==> src/rtl/fp32_sub_seq_if.sv <==
// Operand/result handshake bundle for the sequential fp32 subtractor.
// The master side supplies operands and consumes results.
interface fp32_sub_seq_if;
  logic        in_valid;
  logic        in_ready;
  logic [31:0] a;
  logic [31:0] b;
  logic        out_valid;
  logic        out_ready;
  logic [31:0] result;

  modport master (
    output in_valid, a, b, out_ready,
    input  in_ready, out_valid, result
  );

  modport slave (
    input  in_valid, a, b, out_ready,
    output in_ready, out_valid, result
  );
endinterface

==> src/rtl/fp32_sub_seq.sv <==
// Multi-cycle truncating fp32 subtractor (result = a - b).
// Normalisation is iterative, shifting at most NORM_STEP bits per cycle.
module fp32_sub_seq #(
  parameter int unsigned NORM_STEP       = 1,
  parameter bit          FLUSH_SUBNORMAL = 1'b0
) (
  input  logic             clk,
  input  logic             rst_n,
  fp32_sub_seq_if.slave    io,
  output logic             busy
);

  localparam int unsigned MANT_W = 24;
  localparam int unsigned EXP_W  = 8;

  typedef enum logic [2:0] {
    S_IDLE  = 3'd0,
    S_ALIGN = 3'd1,
    S_ADD   = 3'd2,
    S_NORM  = 3'd3,
    S_DONE  = 3'd4
  } state_t;

  state_t              state_q;
  logic [31:0]         a_q;
  logic [31:0]         bp_q;
  logic                sign_q;
  logic                eff_sub_q;
  logic [EXP_W-1:0]    exp_q;
  logic [MANT_W-1:0]   mant_q;
  logic [MANT_W-1:0]   small_q;
  logic [31:0]         result_q;
  logic                in_ready_q;
  logic                out_valid_q;
  logic                busy_q;

  // Special-operand decode on the incoming pair (b already sign-flipped)
  logic [31:0] b_neg;
  logic        spec_hit;
  logic [31:0] spec_res;
  logic        a_nan, b_nan, a_inf, bn_inf, a_zero, b_zero;

  always_comb begin
    b_neg    = {~io.b[31], io.b[30:0]};
    a_nan    = (&io.a[30:23]) && (|io.a[22:0]);
    b_nan    = (&io.b[30:23]) && (|io.b[22:0]);
    a_inf    = (&io.a[30:23]) && !(|io.a[22:0]);
    bn_inf   = (&b_neg[30:23]) && !(|b_neg[22:0]);
    a_zero   = !(|io.a[30:0]);
    b_zero   = !(|io.b[30:0]);
    spec_hit = 1'b1;
    spec_res = 32'h0;
    if (a_nan)                                      spec_res = io.a;
    else if (b_nan)                                 spec_res = io.b;
    else if (a_inf && bn_inf && (io.a[31] != b_neg[31])) spec_res = 32'h7FC0_0000;
    else if (a_inf)                                 spec_res = io.a;
    else if (bn_inf)                                spec_res = b_neg;
    else if (b_zero)                                spec_res = io.a;
    else if (a_zero)                                spec_res = b_neg;
    else                                            spec_hit = 1'b0;
  end

  // Alignment: subnormals use exponent 1 with hidden bit 0
  logic [EXP_W-1:0]  ea, eb, big_e, small_e, exp_diff;
  logic [MANT_W-1:0] ma, mb, big_m, small_m, small_sh;
  logic              a_big, big_sign;

  always_comb begin
    ea       = (a_q[30:23] == 8'd0) ? 8'd1 : a_q[30:23];
    eb       = (bp_q[30:23] == 8'd0) ? 8'd1 : bp_q[30:23];
    ma       = {|a_q[30:23], a_q[22:0]};
    mb       = {|bp_q[30:23], bp_q[22:0]};
    a_big    = (ea > eb) || ((ea == eb) && (ma >= mb));
    big_e    = a_big ? ea : eb;
    small_e  = a_big ? eb : ea;
    big_m    = a_big ? ma : mb;
    small_m  = a_big ? mb : ma;
    big_sign = a_big ? a_q[31] : bp_q[31];
    exp_diff = big_e - small_e;
    small_sh = (exp_diff >= 8'd24) ? '0 : (small_m >> exp_diff);
  end

  logic [MANT_W:0] sum_c;

  always_comb begin
    if (eff_sub_q) sum_c = {1'b0, mant_q} - {1'b0, small_q};
    else           sum_c = {1'b0, mant_q} + {1'b0, small_q};
  end

  function automatic logic [4:0] lzc24(input logic [MANT_W-1:0] m);
    lzc24 = 5'd24;
    for (int i = 0; i < 24; i++) begin
      if (m[i]) lzc24 = 5'(23 - i);
    end
  endfunction

  // Per-cycle shift: bounded by step, leading zeros and exponent headroom
  logic [4:0]       lz_c;
  logic [4:0]       sh_c;
  logic [EXP_W-1:0] exp_room;

  always_comb begin
    lz_c     = lzc24(mant_q);
    exp_room = exp_q - 8'd1;
    sh_c     = 5'(NORM_STEP);
    if (lz_c < sh_c) sh_c = lz_c;
    if (exp_room < 8'(sh_c)) sh_c = 5'(exp_room);
  end

  always_ff @(posedge clk or negedge rst_n) begin
    if (!rst_n) begin
      state_q     <= S_IDLE;
      a_q         <= '0;
      bp_q        <= '0;
      sign_q      <= 1'b0;
      eff_sub_q   <= 1'b0;
      exp_q       <= '0;
      mant_q      <= '0;
      small_q     <= '0;
      result_q    <= '0;
      in_ready_q  <= 1'b1;
      out_valid_q <= 1'b0;
      busy_q      <= 1'b0;
    end else begin
      case (state_q)
        S_IDLE: begin
          if (io.in_valid) begin
            a_q        <= io.a;
            bp_q       <= b_neg;
            in_ready_q <= 1'b0;
            busy_q     <= 1'b1;
            if (spec_hit) begin
              result_q    <= spec_res;
              out_valid_q <= 1'b1;
              state_q     <= S_DONE;
            end else begin
              state_q <= S_ALIGN;
            end
          end
        end
        S_ALIGN: begin
          sign_q    <= big_sign;
          exp_q     <= big_e;
          mant_q    <= big_m;
          small_q   <= small_sh;
          eff_sub_q <= a_q[31] ^ bp_q[31];
          state_q   <= S_ADD;
        end
        S_ADD: begin
          if (sum_c[MANT_W]) begin
            if (exp_q == 8'd254) result_q <= {sign_q, 8'hFF, 23'h0};
            else                 result_q <= {sign_q, 8'(exp_q + 8'd1), sum_c[23:1]};
            out_valid_q <= 1'b1;
            state_q     <= S_DONE;
          end else if (sum_c == '0) begin
            result_q    <= 32'h0;
            out_valid_q <= 1'b1;
            state_q     <= S_DONE;
          end else begin
            mant_q  <= sum_c[MANT_W-1:0];
            state_q <= S_NORM;
          end
        end
        S_NORM: begin
          if (mant_q[23]) begin
            result_q    <= {sign_q, exp_q, mant_q[22:0]};
            out_valid_q <= 1'b1;
            state_q     <= S_DONE;
          end else if (exp_q == 8'd1) begin
            // Exponent floor reached without a leading one: subnormal
            result_q    <= FLUSH_SUBNORMAL ? {sign_q, 31'h0} : {sign_q, 8'h00, mant_q[22:0]};
            out_valid_q <= 1'b1;
            state_q     <= S_DONE;
          end else begin
            mant_q <= mant_q << sh_c;
            exp_q  <= exp_q - 8'(sh_c);
          end
        end
        S_DONE: begin
          if (io.out_ready) begin
            out_valid_q <= 1'b0;
            in_ready_q  <= 1'b1;
            busy_q      <= 1'b0;
            state_q     <= S_IDLE;
          end
        end
        default: state_q <= S_IDLE;
      endcase
    end
  end

  assign io.in_ready  = in_ready_q;
  assign io.out_valid = out_valid_q;
  assign io.result    = result_q;
  assign busy         = busy_q;

endmodule

==> src/flat_wrapper.sv <==
// flat-port wrapper written by rule: the top's interface ports become plain ports
module fp32_sub_seq_flat 
#(
  parameter int unsigned NORM_STEP       = 1,
  parameter bit          FLUSH_SUBNORMAL = 1'b0
)
  (clk, rst_n, busy, io_in_valid, io_a, io_b, io_out_ready, io_in_ready, io_out_valid, io_result);
  fp32_sub_seq_if io_i ();
  input  logic clk;
  input  logic rst_n;
  output logic busy;
  input wire logic [$bits(io_i.in_valid)-1:0] io_in_valid;
  input wire logic [$bits(io_i.a)-1:0] io_a;
  input wire logic [$bits(io_i.b)-1:0] io_b;
  input wire logic [$bits(io_i.out_ready)-1:0] io_out_ready;
  output wire logic [$bits(io_i.in_ready)-1:0] io_in_ready;
  output wire logic [$bits(io_i.out_valid)-1:0] io_out_valid;
  output wire logic [$bits(io_i.result)-1:0] io_result;
  assign io_i.in_valid = io_in_valid;
  assign io_i.a = io_a;
  assign io_i.b = io_b;
  assign io_i.out_ready = io_out_ready;
  assign io_in_ready = io_i.in_ready;
  assign io_out_valid = io_i.out_valid;
  assign io_result = io_i.result;
  fp32_sub_seq #(.NORM_STEP(NORM_STEP), .FLUSH_SUBNORMAL(FLUSH_SUBNORMAL)) u_core (.clk(clk), .rst_n(rst_n), .io(io_i), .busy(busy));
endmodule
==> config.mk <==
export PLATFORM = sky130hd
export DESIGN_NAME = fp32_sub_seq_flat
export DESIGN_NICKNAME = d
export VERILOG_FILES = /design/src/rtl/fp32_sub_seq_if.sv /design/src/rtl/fp32_sub_seq.sv /design/src/flat_wrapper.sv
export SDC_FILE = /design/constraint.sdc
export NUM_CORES = 1
export LEC_CHECK = 0
export CAP_MARGIN = 40
export CORE_MARGIN = 2
export CORE_UTILIZATION = 25
export DETAILED_ROUTE_END_ITERATION = 12
export PLACE_DENSITY_LB_ADDON = 0.3
export SYNTH_ARGS = -nofsm -noshare
export SYNTH_HDL_FRONTEND = slang
export SYNTH_SLANG_ARGS = --single-unit
==> constraint.sdc <==
create_clock -name clk -period 7.75 [get_ports clk]
set_input_delay 1.55 -clock clk [delete_from_list [all_inputs] [get_ports clk]]
set_output_delay 1.55 -clock clk [all_outputs]
set_load 0.01 [all_outputs]
==> metrics.md <==
| Metric | Value |
|---|---|
| Fraction of layout cells with a size suffix above 1 | 0.0799 |
| CP required | approximately 8.1 ns |
| H-tree depth | 4 |
| Min cycle time layout | 6.38 ns |
| Critical Path Sink | u_core.small_q[11]$_DFFE_PN0P_ |
| Gr ovfl total | 0 |
| Worst R2R End | u_core.small_q[11]$_DFFE_PN0P_ |
| ANT cells | 0 |
| TNS Setup | 0 ns |
| CP Capture Type | flop |
| Initial antenna violation count | 0 |
| Cts hold-fix bufs | 0 |
| Post-DP HPWL | slightly above 50 mm |
| Detail Route Antenna Nets | 0 |
| Data arrival time of the critical path | around 6.8 ns |
| First-pass GRT wire length | between 90 and 100 mm |
| Grt met1 use | 0.295 |
| Initial Util | 0.252 |
| # rows | 90 |
| Post-Syn Area | ~0.015 mm2 |
| Critical-path maximum fanout | 42 |
| Seq/Total Area, Yosys | 0.265 |
| CP startpoint | u_core.a_q[26]$_DFFE_PN0P_ |
| RD Place Congestion | approximately 0.97 |
| Post-CTS sizing | 0 |
| Slew of the pin with the lowest slew margin | between 0.8 and 0.9 ns |
| Cell count after synthesis | a little under 2000 |
| Area taken by multi-input logic gates | about 0.010 mm2 |
| Largest net degree at the start of global routing | slightly below 90 |
| Clock skew | 0.0146 ns |
| Clk_lat worst skew | roughly 0.50 ns |
| Worst reg2reg setup slack | 1.37 ns |
| Cells after DPL | around 2700 |
| Setup violations, final | 0 |
| Drt wl/cell | approximately 24 um |
| Port bufs | ~100 |
| 1st-pass router iterations | 5 |
| Die area | between 0.06 and 0.07 mm2 |
| Root Buffer | clkbuf_16 |
| Nets | between 2000 and 2500 |
| R2r startpoint | u_core.a_q[26]$_DFFE_PN0P_ |
| Number of synthesized flops with an enable pin | 0 |
| Vias in the first global route | between 10000 and 15000 |
| Hold Crit Class | flop to flop |
| Synth Warn # | 0 |
| Rel. slew slack | 0.407 |
| I/O pin count | 103 |
| Area Growth Syn to Fin | 15.8% |
| Die width | around 250 um |
| Longest Clk Path Bufs | 2 |
| RSZ-0062 raised after global routing | false |
| CP startpoint kind | flop |
| Fill cells | ~6400 |
| Routed wire length | about 66 mm |
| Initial DRC Count | approximately 1600 |
| Hold_sp | u_core.io.result[7]$_DFFE_PN0P_ |
| R2R depth | 19 |
| Routing usage on met2 | 0.315 |
| Fin Hold WS | approximately 0.5 ns |
| Std-Cell Core Area | 0.0600 mm2 |
| Syn avg cell area | 7.77 um2 |
| Fraction of registers with async set/reset | 1.00 |
| GRT Overall Usage | 0.207 |
| Clock transition at path regs | approximately 0.070 ns |
| Ys flop type | dfrtp_1 |
| Slew Limit Fails | 0 |
| Clk sink count | 160 |
| TritonCTS Buffers | 17 |
| Final period utilization | 0.823 |
| DRC | 0 |
| Non-filler cells in the finished layout | 2772 |
| Post-CTS setup buffer count | 0 |
| TritonCTS clock tree | built |
| WS Path Type | flop to flop |
| Met3 GRT Util | 0.0395 |
| Seq cells post-synth | 160 |
| Sequential Area | approximately 0.0040 mm2 |
| Final core occ | 0.291 |
| Highest Clock Rate | 157 MHz |
| Endpoints failing hold | 0 |
| Die height | roughly 250 um |
| GR peak layer | met2 |
| Vias after detailed routing | 15808 |
| Status | completed |
| Drt via density | roughly 5.7 |
| Cell variety after synth | between 100 and 150 |
| MaxCap Viol Count | 0 |
-- cell type report --
cell class | count | share of cell area
repair buffers | 138 | 0.0767
flip-flops and latches | 160 | 0.229
well taps | 782 | 0.0560
clock inverters | 15 | 0.00773
inverters | 74 | 0.0159
multi-input cells | 1586 | 0.590
clock buffers | 17 | 0.0243
-- state kept, by name, indices dropped and copies added (netlist names), 3 cells and up --
signal / cells
u_core.exp_q: 8
u_core.mant_q: 24
u_core.small_q: 24
u_core.bp_q: 32
u_core.state_q: 3
u_core.io.result: 32
u_core.a_q: 32
-- cell usage in the layout (no fill, tap or decap), types with 20 or more instances in the layout --
cell type,n
clkdlybuf4s50_1,101
nand3_1,34
nor4_1,27
a21oi_1,160
nor3_1,44
nand2_1,327
mux2i_1,62
a221oi_1,43
dfrtp_1,159
ha_1,71
buf_4,32
o21ai_0,116
nor2_1,143
o22ai_1,20
a211oi_1,21
xnor2_1,35
inv_1,69
o21ai_1,46
-- how the worst min path moves through the flow --
stage | end | slack [ns] | depth (start not counted)
3_3_place_gp | u_core.sign_q$_DFFE_PN0P_ | 0.49 | 2
5_1_grt | u_core.io.result[7]$_DFFE_PN0P_ | 0.52 | 2
2_1_floorplan | u_core.sign_q$_DFFE_PN0P_ | 0.45 | 2
4_1_cts | u_core.io.result[7]$_DFFE_PN0P_ | 0.50 | 2
6_report | u_core.io.result[7]$_DFFE_PN0P_ | 0.49 | 2
3_5_place_dp | u_core.io.result[6]$_DFFE_PN0P_ | 0.48 | 2
-- worst max-delay path: stages (launching register included) --
cell and delay (ns):
dfrtp_1 0.43, or4_1 0.55, o41a_1 0.40, ha_1 0.30, buf_4 0.43, nand2b_1 0.15
a2111oi_2 0.29, nand3b_1 0.17, nand2_1 0.54, nor2_4 0.16, nor3_1 0.17, nor2_1 0.06
ha_1 0.72, nor2b_1 0.26, a221oi_1 0.35, nor2_1 0.08, a221oi_1 0.51, mux2i_1 0.19
mux2_2 0.30, a22o_1 0.19
-- per-layer routing --
layer	vias up	wire, um
met2	617	28800
met5	-	0
met3	77	4480
li1	7255	-
met1	7859	30800
met4	0	1440
-- kinds of logic after synthesis --
| family | Yosys count | share of synthesized area |
|---|---|---|
| buf+inv | 201 | 0.0546 |
| compound gates | 642 | 0.287 |
| fa+ha+maj | 73 | 0.0615 |
| flops | 160 | 0.265 |
| other cells | 1 | 0.000248 |
| xor+xnor | 49 | 0.0294 |
| mux | 98 | 0.0778 |
| simple gates | 720 | 0.225 |
-- stage by stage --
step	setup WS (ns)	instance area, um2
after detailed placement	1.47	16900
after floorplan	1.48	15100
final	1.37	17500
after global placement	1.55	16800
after CTS	1.44	17500
after global routing	0.879	17500
-- synth_stat cells (all sizes together) (21+ instances only) --
| master | count | share of area |
|---|---|---|
| nand2 | 330 | 0.083 |
| o21ai | 163 | 0.054 |
| a21oi | 160 | 0.053 |
| dfrtp | 159 | 0.26 |
| nor2 | 147 | 0.037 |
| clkbuf | 82 | 0.020 |
| ha | 71 | 0.059 |
| inv | 70 | 0.017 |
| mux2i | 63 | 0.042 |
| nor3 | 46 | 0.016 |
| buf | 45 | 0.016 |
| a221oi | 43 | 0.025 |
| xnor2 | 36 | 0.021 |
| nand3 | 34 | 0.011 |
| nor4 | 29 | 0.014 |
| a211oi | 25 | 0.014 |
| mux2 | 22 | 0.016 |
| o22ai | 21 | 0.0091 |
Power is left out: the tool's default activity adds up to more than one toggle a clock period on the data nets, which glitch-free logic cannot reach.
